==> config.mk <==
export PLATFORM = sky130hd
export DESIGN_NAME = acq_trigger_scheduler
export DESIGN_NICKNAME = d
export VERILOG_FILES = /design/src/rtl/acq_trigger_scheduler.sv
export SDC_FILE = /design/constraint.sdc
export NUM_CORES = 1
export LEC_CHECK = 0
export CORE_MARGIN = 2
export CORE_UTILIZATION = 30
export CTS_BUF_LIST = sky130_fd_sc_hd__clkbuf_2 sky130_fd_sc_hd__clkbuf_4 sky130_fd_sc_hd__clkbuf_8
export CTS_CLUSTER_SIZE = 40
export DETAILED_ROUTE_END_ITERATION = 10
export GPL_TIMING_DRIVEN = 1
export PLACE_DENSITY = 0.56
export SLEW_MARGIN = 20
export SYNTH_ARGS = -nofsm -noshare
export SYNTH_HDL_FRONTEND = slang
export SYNTH_SLANG_ARGS = --single-unit
==> constraint.sdc <==
create_clock -name Clk -period 3.7 [get_ports Clk]
set_clock_uncertainty 0.15 [all_clocks]
set_input_delay 1.11 -clock Clk [delete_from_list [all_inputs] [get_ports Clk]]
set_output_delay 1.11 -clock Clk [all_outputs]
set_load 0.01 [all_outputs]
==> src/rtl/acq_trigger_scheduler.sv <==
// acq_trigger_scheduler
//   Run-level controller for the slave DAQ block. A run is started from USB,
//   holds ModuleStart high, issues AcqStart pulses (internally timed or from
//   a synchronized external trigger) one per completed readout, and stops
//   after AcqNumber acquisitions or on a USB stop request. Run completion is
//   reported only after the slave's AllDone handshake.
//
// Ports
//   Clk, reset_n   system clock, asynchronous active-low reset
//   RunStart       1-cycle pulse, starts a run (ignored while running)
//   RunStop        1-cycle pulse, requests the run to stop
//   TrigMode       1 = internal periodic trigger, 0 = external trigger
//   ExtTrig        asynchronous external trigger, rising-edge active
//   TrigPeriod     internal trigger wait in cycles (0 treated as 1)
//   TrigWidth      AcqStart pulse width in cycles (0 treated as 1)
//   AcqNumber      acquisitions per run, 0 = unlimited
//   OnceEnd        slave readout-complete level
//   AllDone        slave data-transmit-complete handshake
//   ModuleStart    run enable to slave DAQ
//   AcqStart       trigger pulse to slave DAQ
//   Running        high whenever not idle
//   RunDone        1-cycle pulse at end of run
//   AcqCount       completed acquisitions in the current run
//   TrigDropped    external edges seen while busy, saturating

module acq_trigger_scheduler #(
  parameter int unsigned ARM_DELAY   = 64,
  parameter int unsigned SYNC_STAGES = 2   // must be >= 2
) (
  input  logic        Clk,
  input  logic        reset_n,
  input  logic        RunStart,
  input  logic        RunStop,
  input  logic        TrigMode,
  input  logic        ExtTrig,
  input  logic [15:0] TrigPeriod,
  input  logic [7:0]  TrigWidth,
  input  logic [15:0] AcqNumber,
  input  logic        OnceEnd,
  input  logic        AllDone,
  output logic        ModuleStart,
  output logic        AcqStart,
  output logic        Running,
  output logic        RunDone,
  output logic [15:0] AcqCount,
  output logic [15:0] TrigDropped
);

  typedef enum logic [2:0] {
    StIdle, StArm, StWaitTrig, StTrigPulse, StWaitOnceEnd, StWaitOnceClr, StStopping, StDone
  } stateT;

  stateT stateQ, stateD;

  logic [SYNC_STAGES-1:0] extSyncQ;
  logic                   extPrevQ;
  logic                   extEdge;
  logic [15:0]            cntQ, cntD;
  logic                   stopReqQ;
  logic                   stopEff;
  logic                   runDoneQ;
  logic [15:0]            acqCountQ;
  logic [15:0]            acqCountInc;
  logic [15:0]            trigDroppedQ;
  logic [15:0]            periodEff;
  logic [7:0]             widthEff;
  logic                   armDone;
  logic                   runLaunch;

  // External trigger synchronizer and rising-edge detect
  always_ff @(posedge Clk or negedge reset_n) begin
    if (!reset_n) begin
      extSyncQ <= '0;
      extPrevQ <= 1'b0;
    end else begin
      extSyncQ <= {extSyncQ[SYNC_STAGES-2:0], ExtTrig};
      extPrevQ <= extSyncQ[SYNC_STAGES-1];
    end
  end

  assign extEdge     = extSyncQ[SYNC_STAGES-1] & ~extPrevQ;
  assign periodEff   = (TrigPeriod == 16'd0) ? 16'd1 : TrigPeriod;
  assign widthEff    = (TrigWidth == 8'd0) ? 8'd1 : TrigWidth;
  assign acqCountInc = acqCountQ + 16'd1;
  assign armDone     = (32'(cntQ) + 32'd1) >= ARM_DELAY;
  assign runLaunch   = (stateQ == StIdle) && RunStart && !RunStop;
  // A stop pulse arriving this cycle is honoured as if already latched
  assign stopEff     = stopReqQ | RunStop;

  // State register
  always_ff @(posedge Clk or negedge reset_n) begin
    if (!reset_n) begin
      stateQ <= StIdle;
    end else begin
      stateQ <= stateD;
    end
  end

  // Next-state logic
  always_comb begin
    stateD = stateQ;
    unique case (stateQ)
      StIdle:        if (runLaunch) stateD = StArm;
      StArm:         if (armDone) stateD = stopEff ? StStopping : StWaitTrig;
      StWaitTrig: begin
        if (stopEff) begin
          stateD = StStopping;
        end else if (TrigMode ? (cntQ == periodEff) : extEdge) begin
          stateD = StTrigPulse;
        end
      end
      StTrigPulse:   if (cntQ == {8'h00, widthEff - 8'd1}) stateD = StWaitOnceEnd;
      StWaitOnceEnd: if (OnceEnd) stateD = StWaitOnceClr;
      StWaitOnceClr: begin
        if (!OnceEnd) begin
          if (stopEff || ((AcqNumber != 16'd0) && (acqCountInc == AcqNumber))) begin
            stateD = StStopping;
          end else begin
            stateD = StWaitTrig;
          end
        end
      end
      StStopping:    if (AllDone) stateD = StDone;
      StDone:        if (!AllDone) stateD = StIdle;
      default:       stateD = StIdle;
    endcase
  end

  // Shared per-state cycle counter, restarts from 0 on every state change
  always_comb begin
    cntD = (stateD != stateQ) ? 16'd0 : cntQ + 16'd1;
  end

  always_ff @(posedge Clk or negedge reset_n) begin
    if (!reset_n) begin
      cntQ         <= '0;
      stopReqQ     <= 1'b0;
      runDoneQ     <= 1'b0;
      acqCountQ    <= '0;
      trigDroppedQ <= '0;
    end else begin
      cntQ     <= cntD;
      runDoneQ <= (stateD == StDone) && (stateQ != StDone);
      if (stateD == StIdle) begin
        stopReqQ <= 1'b0;
      end else if (RunStop && (stateQ != StIdle)) begin
        stopReqQ <= 1'b1;
      end
      if (runLaunch) begin
        acqCountQ <= '0;
      end else if ((stateQ == StWaitOnceClr) && !OnceEnd) begin
        acqCountQ <= acqCountInc;
      end
      if (runLaunch) begin
        trigDroppedQ <= '0;
      end else if (extEdge && !TrigMode && (stateQ != StWaitTrig) && (stateQ != StIdle) &&
                   (trigDroppedQ != 16'hFFFF)) begin
        trigDroppedQ <= trigDroppedQ + 16'd1;
      end
    end
  end

  // Outputs decode straight from state so an asynchronous reset clears them at once
  always_comb begin
    ModuleStart = 1'b0;
    AcqStart    = 1'b0;
    Running     = (stateQ != StIdle);
    unique case (stateQ)
      StArm, StWaitTrig, StWaitOnceEnd, StWaitOnceClr: ModuleStart = 1'b1;
      StTrigPulse: begin
        ModuleStart = 1'b1;
        AcqStart    = 1'b1;
      end
      default: ModuleStart = 1'b0;
    endcase
  end

  assign RunDone     = runDoneQ;
  assign AcqCount    = acqCountQ;
  assign TrigDropped = trigDroppedQ;

endmodule

==> metrics.md, run 1 <==
| Metric | Value |
|---|---|
| Total CTS buffers | `5` |
| Sequential share of power | `between 30 and 40%` |
| GRT overflow | `0` |
| P_sw | `965 uW` |
| Sequential element share of the synthesized area | `roughly 34%` |
| FP Rows | `42` |
| Die Wd | `approximately 120 um` |
| Lkg Pwr | `roughly 2.2 nW` |
| Type of the worst setup path | `in2reg` |
| # diodes | `0` |
| Synth Flop Type | `dfrtp_1` |
| Top post-synthesis cells by count | `56 x dfrtp_1, 55 x nor2_1, 36 x xor2_1` |
| Period utilization | `109%` |
| Via Count | `roughly 4000` |
| Vias in the first global route | `3852` |
| Syn_area_per_cell | `between 8 and 9 sq um` |
| Synth top area share | `34.0%` |
| Pwr Density | `about 420 mW/mm^2` |
| Fin Setup TNS | `-6.04 ns` |
| Setup crit end kind | `flop` |
| Int Pwr | `1.37 mW` |
| Finish-stage setup viols | `20` |
| Post-synth EDFFs | `0` |
| Ranking of synthesized cells by area | `dfrtp_1 34%, xor2_1 7.6%, xnor2_1 7.0%, nor2_1 5.0%, o21ai_0 4.0%` |
| Multi-input gate area | `approximately 0.0026 sq mm` |
| Sw frac | `41.3%` |
| Number of max-cap violations | `0` |
| First-pass GRT wire length | `19400 um` |
| Largest net degree at the start of global routing | `32` |
| Final Max Tran Viols | `0` |
| Synth area leader | `dfrtp_1` |
| Post-route DRC | `0` |
| Die ar. | `around 0.015 sq mm` |
| Post-Layout Cell Count | `around 760` |
| Worst-case clock buffer depth | `2` |
| Asr flop ratio synth | `100%` |
| Fin util | `41.2%` |
| Peak supply drop | `about 0.00031 V` |
| Failing checks | `negative setup slack` |
| Mapped Cells | `approximately 480` |
| Final nets | `639` |
| Most numerous cell in the Yosys netlist | `dfrtp_1` |
| Worst Hold Depth | `0` |
| Final worst setup slack | `-0.339 ns` |
| Worst rel slew slack | `between 50% and 60%` |
| Worst Max-Slew Pin Slew | `0.648 ns` |
| Port Buffers | `83` |
| Area Overhead vs Synth | `33.4%` |
| Clk pwr share | `14.0%` |
| Core Area | `0.0133 sq mm` |
| Total Wirelength | `roughly 12000 um` |
| CTS clk-pin slew, worst paths | `about 0.090 ns` |
| Final Hold Fails | `0` |
| Routability Congestion | `0.916` |
| # IOs | `84` |
| Synthesized Nets | `about 540` |
| Share of layout cells above drive strength 1 | `15.1%` |
| WL per Instance | `roughly 16 um` |
| Path category of the worst min-delay check | `reg2reg` |
| Unrepaired setup endpoints after global routing | `true` |
| Tmin final | `4.04 ns` |
| Vias/cell | `about 5.2` |
| Tot Pwr | `~2.3 mW` |
| Antenna viol nets, final | `0` |
| CP Launch Type | `primary input` |
| Area of the mapped netlist | `0.00413 sq mm` |
| Register area | `approximately 0.0014 sq mm` |
| Fmax | `248 MHz` |
| Inst Count DP | `~750` |
| Critical Path Fanout Max | `8` |
| CTS tree | `built` |
| Worst skew pair latency | `approximately 0.32 ns` |
| Outcome | `complete, but fails checks` |
| Fin Hold WS | `approximately 0.21 ns` |
| CP arrival | `just over 4 ns` |
| Die Y | `121 um` |
| Logic pwr share | `49.3%` |
| CTS H-tree depth | `2` |
| HPWL after detailed placement | `between 9000 and 10000 um` |
| Initial antenna violation count | `0` |
| Distinct cell type count of the synthesized netlist | `65` |
| Yosys reg bits | `56` |
| Reg2reg path depth | `10` |
| Synth warnings | `0` |
| Iter 0 DRT Violations | `between 300 and 400` |
| Fill cells | `~1400` |
| Initial DRT Pass Iterations | `7` |
| Post-CTS Hold Buffers | `0` |
| Root Buffer Master | `clkbuf_8` |
| Initial core utilization | `about 31%` |
| CP required | `~3.8 ns` |
| Gr usage total | `16.4%` |
| Clk sinks | `56` |
area by class of cell:
cell class | count | share of cell area [%]
flip-flops and latches | 56 | 25.5
clock buffers | 5 | 1.25
multi-input cells | 385 | 47.3
repair buffers | 121 | 20.8
inverters | 14 | 0.955
well taps | 176 | 4.00
clock inverters | 2 | 0.227
sequential cells by signal, indices dropped and copies added (netlist names):
name / count
TrigDropped: 16
AcqCount: 16
stopReqQ: 1
stateQ: 3
extPrevQ: 1
RunDone: 1
extSyncQ: 2
cntQ: 16
per-stage QoR:
stage	setup slack, ns	area [sq um]
2_1_floorplan	-0.491	4140
3_3_place_gp	-1.02	5320
3_5_place_dp	-1.11	5320
4_1_cts	-0.420	5490
5_1_grt	-0.461	5500
6_report	-0.339	5500
critical path: stages:
cell and delay (ns):
buf_6 0.09, or4_4 0.55, nor4_4 0.17, nor2_1 0.07
ha_1 0.31, xor2_1 0.13, nand4_1 0.10, or3b_1 0.38
a2111o_1 0.37, o2111ai_2 0.21, a211o_1 0.15, a32o_2 0.25
clkbuf_16 0.18, nor2_2 0.03
routing by layer:
metal | part of all wire [%] | GRT usage, % | vias to the layer above
met1 | 47 | 22.4 | 1876
met4 | 1.5 | 3.74 | 0
met3 | 5.6 | 3.15 | 15
li1 | - | - | 1934
met5 | 0 | 0 | -
met2 | 46 | 26.9 | 119
placed cells by master, fill, tap and decap left out, types with 5 or more instances in the layout:
cell             Yosys  routed
buf_4                5      35
a31oi_1              6       6
ha_1                 8       8
nand3_1             20      19
nor3_1               9       8
clkdlybuf4s50_1      0      78
inv_1               13      13
o21ai_0             33      32
nor4_1              16      15
a21oi_1             10      10
xnor2_1             33      33
nor2_1              55      50
and3_1               8       8
dfrtp_1             56      56
nor2b_1              6       6
nand2_1             30      30
nand4_1             15      15
and2_1               7       7
or3_1                6       6
o31ai_1             10      10
nor2_2              10      14
mux2i_1              6       6
clkbuf_8             0       5
xor2_1              36      36
cells by family (layout without fill, tap and decap cells):
| family | after synthesis | after routing | synth area share (%) |
|---|---|---|---|
| adders and majority gates | 8 | 8 | 2.43 |
| and+or+nand+nor | 214 | 214 | 28.8 |
| buffers and inverters | 41 | 142 | 4.61 |
| DFF | 56 | 56 | 34.0 |
| muxes | 6 | 6 | 1.46 |
| xor gates and xnor gates | 69 | 69 | 14.6 |
| AOI/OAI and AO/OA | 88 | 88 | 14.1 |
path summary, 6_finish.rpt:
kind                               from           to  slack [ns]
setup / recovery           TrigWidth[3]     cntQ[13]       -0.34
hold / removal              extSyncQ[0]  extSyncQ[1]        0.21
setup reg to reg                cntQ[0]      cntQ[7]        0.40
hold reg to reg             extSyncQ[0]  extSyncQ[1]        0.21
max in group asynchronous       reset_n  extSyncQ[0]        2.15
min in group asynchronous       reset_n  AcqCount[9]        0.66
power groups by stage:
| stage | combinational [mW] | clock [mW] | sequential (mW) |
|---|---|---|---|
| final | 1.15 | 0.328 | 0.858 |
| after global routing | 1.27 | 0.374 | 0.876 |
| after CTS | 1.17 | 0.348 | 0.856 |
| after detailed placement | 1.03 | 0 | 0.866 |
| after global placement | 1.01 | 0 | 0.868 |
| after floorplan | 0.662 | 0 | 0.811 |
timing repair:
item / CTS / global route
gates resized for setup: 26 / 4
endpoints found under the setup margin: 21 / 21
pin swaps: 13 / 5
buffers inserted: 4 / 2
cloned: 1 / 0
Power figures use the tool's default switching activity.
==> inputs of run 2 (changes only) <==
--- a/config.mk
+++ b/config.mk
@@ -12,7 +12,7 @@
 export DETAILED_ROUTE_END_ITERATION = 10
 export GPL_TIMING_DRIVEN = 1
 export PLACE_DENSITY = 0.56
-export SLEW_MARGIN = 20
+export SLEW_MARGIN = 15
 export SYNTH_ARGS = -nofsm -noshare
 export SYNTH_HDL_FRONTEND = slang
 export SYNTH_SLANG_ARGS = --single-unit
==> results of run 2 <==
The final DEF is identical to that of run 1; final timing and power are the same.
